File: config.mk
export PLATFORM = sky130hd
export DESIGN_NAME = c3lib_ckg_ctrl
export DESIGN_NICKNAME = d
export VERILOG_FILES = /design/src/rtl/c3lib_ckg_ctrl_pkg.sv /design/src/rtl/c3lib_ckg_lvt_8x.sv /design/src/rtl/c3lib_ckg_ctrl.sv
export SDC_FILE = /design/constraint.sdc
export NUM_CORES = 1
export LEC_CHECK = 0
export ABC_AREA = 1
export CORE_UTILIZATION = 57
export DETAILED_ROUTE_END_ITERATION = 7
export PLACE_DENSITY = 0.82
export SYNTH_ARGS = -nofsm -noshare
export SYNTH_HDL_FRONTEND = slang
export SYNTH_HIERARCHICAL = 1
export SYNTH_SLANG_ARGS = --single-unit
File: constraint.sdc
create_clock -name clk -period 4.35 [get_ports clk]
set_clock_uncertainty 0.15 [all_clocks]
set_input_delay 0.87 -clock clk [delete_from_list [all_inputs] [get_ports clk]]
set_output_delay 0.87 -clock clk [all_outputs]
set_load 0.05 [all_outputs]
File: src/rtl/c3lib_ckg_ctrl_pkg.sv
// Shared types and limits for the clock-gate controller.
// State encoding plus counter widths derived from parameter ranges.
package c3lib_ckg_ctrl_pkg;

  typedef enum logic [1:0] {
    OFF  = 2'd0,
    WAKE = 2'd1,
    ON   = 2'd2,
    IDLE = 2'd3
  } ckg_state_e;

  localparam int ON_DLY_MAX   = 15;
  localparam int IDLE_DLY_MAX = 255;

  localparam int ON_CNT_W   = $clog2(ON_DLY_MAX + 1);
  localparam int IDLE_CNT_W = $clog2(IDLE_DLY_MAX + 1);
  localparam int STAT_W     = 16;

endpackage

File: src/rtl/c3lib_ckg_lvt_8x.sv
// Latch-based positive-edge clock gater: enable captured while clk is low.
// Ports: clk, clk_en, tst_en (bypass) -> gated_clk.
module c3lib_ckg_lvt_8x (
  input  logic clk,
  input  logic clk_en,
  input  logic tst_en,
  output logic gated_clk
);

  logic en_l;

  always_latch begin
    if (!clk) en_l <= clk_en | tst_en;
  end

  assign gated_clk = clk & en_l;

endmodule

File: src/rtl/c3lib_ckg_ctrl.sv
// Clock-gate controller: aggregates requests, wakes/acks/idles the gater.
// Ports: clk, rst_n, req, ack, force_on, tst_en, gated_clk, clk_on, busy;
// optional wake_cnt/stats_clr when C3LIB_CKG_CTRL_STATS_EN is defined.
module c3lib_ckg_ctrl
  import c3lib_ckg_ctrl_pkg::*;
#(
  parameter int NUM_REQ  = 4,
  parameter int ON_DLY   = 2,
  parameter int IDLE_DLY = 8
) (
  input  logic               clk,
  input  logic               rst_n,
  input  logic [NUM_REQ-1:0] req,
  output logic [NUM_REQ-1:0] ack,
  input  logic               force_on,
  input  logic               tst_en,
  output logic               gated_clk,
  output logic               clk_on,
`ifdef C3LIB_CKG_CTRL_STATS_EN
  output logic [STAT_W-1:0]  wake_cnt,
  input  logic               stats_clr,
`endif
  output logic               busy
);

  localparam logic [ON_CNT_W-1:0] ON_LD =
    ON_CNT_W'(ON_DLY - 1);
  localparam logic [IDLE_CNT_W-1:0] IDLE_LD =
    IDLE_CNT_W'(IDLE_DLY - 1);

  ckg_state_e state_q, state_d;
  logic [ON_CNT_W-1:0]   won_q, won_d;
  logic [IDLE_CNT_W-1:0] idl_q, idl_d;
  logic                  clk_on_q, clk_on_d;
  logic [NUM_REQ-1:0]    ack_q, ack_d;
  logic                  any_req;

  assign any_req = (|req) | force_on;

  always_ff @(posedge clk or negedge rst_n) begin
    if (!rst_n) begin
      state_q  <= OFF;
      won_q    <= '0;
      idl_q    <= '0;
      clk_on_q <= 1'b0;
      ack_q    <= '0;
    end else begin
      state_q  <= state_d;
      won_q    <= won_d;
      idl_q    <= idl_d;
      clk_on_q <= clk_on_d;
      ack_q    <= ack_d;
    end
  end

  always_comb begin
    state_d  = state_q;
    won_d    = won_q;
    idl_d    = idl_q;
    clk_on_d = 1'b1;
    unique case (state_q)
      OFF: begin
        clk_on_d = 1'b0;
        if (any_req) begin
          state_d  = WAKE;
          clk_on_d = 1'b1;
          won_d    = ON_LD;
        end
      end
      WAKE: begin
        if (won_q == '0) state_d = ON;
        else             won_d   = won_q - 1'b1;
      end
      ON: begin
        if (!any_req) begin
          state_d = IDLE;
          idl_d   = IDLE_LD;
        end
      end
      IDLE: begin
        if (any_req) begin
          state_d = ON;
        end else if (idl_q == '0) begin
          state_d  = OFF;
          clk_on_d = 1'b0;
        end else begin
          idl_d = idl_q - 1'b1;
        end
      end
      default: begin
        state_d  = OFF;
        clk_on_d = 1'b0;
      end
    endcase
    // ack is registered alongside the state so it is high only in ON
    ack_d = (state_d == ON) ? req : '0;
  end

  assign ack    = ack_q;
  assign clk_on = clk_on_q;
  assign busy   = (state_q != OFF);

`ifdef C3LIB_CKG_CTRL_STATS_EN
  logic [STAT_W-1:0] wake_q;
  logic              wake_ev;

  assign wake_ev = (state_q == OFF) && (state_d == WAKE);

  always_ff @(posedge clk or negedge rst_n) begin
    if (!rst_n)                     wake_q <= '0;
    else if (stats_clr)             wake_q <= '0;
    else if (wake_ev && ~&wake_q)   wake_q <= wake_q + 1'b1;
  end

  assign wake_cnt = wake_q;
`endif

  c3lib_ckg_lvt_8x gater (
    .clk       (clk),
    .clk_en    (clk_on_q),
    .tst_en    (tst_en),
    .gated_clk (gated_clk)
  );

endmodule
==> results_dict.tcl <==
set metrics [dict create \
    final_common_cell "nand2_1" \
    slew_headroom_pct 43.4 \
    ant_nets 0 \
    antenna_found_initial 0 \
    cts.clk_slew.worst_paths_ps 110 \
    diodes 0 \
    hold_viol 0 \
    pin_count 15 \
    cellLeakagePower_nw 0.665 \
    synth_area_leader_cell "dfrtp_1" \
    outcome "finished clean" \
    num_rows 15 \
    maxSlewViolCount 0 \
    drive_above_1_share_pct 12.3 \
    cp.required_ps 3330 \
    path_max_fanout 1 \
    die_h_um 46.7 \
    num_vias 956 \
    fp.dieW_um 46.7 \
    grt_start_max_net_pins 20 \
    wl_per_cell_um 11.2 \
    avgSynthCellArea_sq_um 7.92 \
    area_delta_synth_final_pct 18.9 \
    vdd_ir_drop_max_uv 501 \
    synth_cell_types 24 \
    grt_usage_pct 22.6 \
    grt_pass1_vias 856 \
    first_pass_iters 4 \
    holdBufCountCts 0 \
    r2r_cells 2 \
    wl_um 2110 \
    final_cell_mix "28 x nand2_1, 24 x inv_1, 19 x dfrtp_1" \
    route.met3.wl_um 70 \
    dr.first_iter.drc_count 17 \
    power.density_nw_per_um2 689 \
    ys.warnings.count 6 \
    fp.dieArea_sq_um 2180 \
    start_util_pct 63.3 \
    cp-start-kind "latch" \
    crit_type "latch -> out" \
    drt-met1-wl_um 917 \
    place_ws_ps -73.9 \
    setup_viol 0 \
    drc 0 \
    vias_per_cell 5.09 \
    synthesis.area_sq_um 1140 \
    topRoutingLayerUsed "met4" \
    cp-end-kind "primary output" \
    core_sq_um 1800 \
    whs_path_depth 2 \
    fin_hold_ws_ps 393 \
    synthTopCellsByArea "dfrtp_1 42%, nand2_1 9.2%, inv_1 7.9%" \
    io_buffers 14 \
    grt-ovfl-total 0 \
    cts_tree "built" \
    clk_latency_ps 410 \
    place.gp.congestion 0.898 \
    wl_met2_um 1080 \
    syn_nets 159 \
    drv_cap 0 \
    synth_top_cell_area_share_pct 41.7 \
    grt_pass1_wl_um 3240 \
    hpwl_um 1580 \
    layout_setup_ws_ps 87.8 \
    grt_setup_unrepaired "no" \
    hp-class "reg -> reg" \
    tightest_slew_ps 847 \
    final_nets 179 \
    arrival_ps 3240 \
    postSynthCellCount 144 \
    synth-seq-cells 20 \
]
## area by class of cell
cell class,count,area [sq um]
clock inverter,1,3.75
multi-input combinational,94,527
inverter,27,103
timing repair buffer,13,130
tap,25,31.3
fill,134,447
sequential,20,490
clock buffer,8,70.1
## final timing paths
| check | startpoint | endpoint | slack, ps |
|---|---|---|---|
| worst max-delay path | gater/en_l$_DLATCH_N_ | gated_clk | 90 |
| worst min-delay path | won_q[1]$_DFFE_PN0P_ | won_q[1]$_DFFE_PN0P_ | 390 |
| worst max register to register | clk_on$_DFF_PN0_ | gater/en_l$_DLATCH_N_ | 1550 |
| worst min register to register | won_q[1]$_DFFE_PN0P_ | won_q[1]$_DFFE_PN0P_ | 390 |
| max in group asynchronous | rst_n | clk_on$_DFF_PN0_ | 2740 |
| min in group asynchronous | rst_n | idl_q[0]$_DFFE_PN0P_ | 770 |
## worst max-delay path: stages (launching register included)
cell and delay, ps:
dlxtn_1 400, nand2_1 40, inv_1 60, buf_6 150
## repair_timing
item | in CTS | in global routing
setup endpoints to repair | 2 | 2
endpoints found under the hold margin | 0 | 0
buffers inserted | 0 | 0
gates resized for setup | 5 | 3
pin swaps | 0 | 0
## metal layers
metal,GRT usage (%),up-vias
met5,0,-
met4,12.0,0
met3,9.80,8
met2,39.2,13
met1,22.8,440
li1,-,495
## through the flow
stage	setup TNS (ps)	total power, mW	cells	util [%]	cell area [sq um]
global route	0	1.01	188	75.2	1360
detailed placement	-73.9	0.783	181	71.9	1290
finish	0	0.934	188	75.2	1360
CTS	0	0.925	188	74.9	1350
floorplan	0	0.658	144	-	1140
global placement	-70.5	0.763	181	71.9	1290
## cell families (layout without fill, tap and decap cells)
group,Yosys count,count (layout),share of synthesized area (%)
flops,19,19,41.7
fa+ha+maj,7,7,7.68
simple gates,67,67,27.9
xor+xnor,4,4,3.07
compound gates,16,16,7.57
buf+inv,30,49,10.8
latches,1,1,1.32
## sequential cells by signal (all words and copies together) (netlist names)
signal      count
idl_q           8
gater/en_l      1
won_q           4
clk_on          1
ack             4
state_q         2
## synth_stat cells (all sizes together)
cell type and count:
nand2 32, inv 27, dfrtp 19, nor2 16, nand3 13, o21ai 12, ha 7, nand4 4
buf 2, nor3 2, o31ai 2, xnor2 2, xor2 2, a21oi 1, a31oi 1, clkinv 1
dlxtn 1
## power by group
part	internal (mW)	leakage, nW	total (mW)	switching, mW
combinational	0.147	0.378	0.417	0.270
clock	0.103	0.0504	0.212	0.110
sequential	0.254	0.237	0.304	0.0504
No activity file was read; power rests on OpenSTA's default activity.
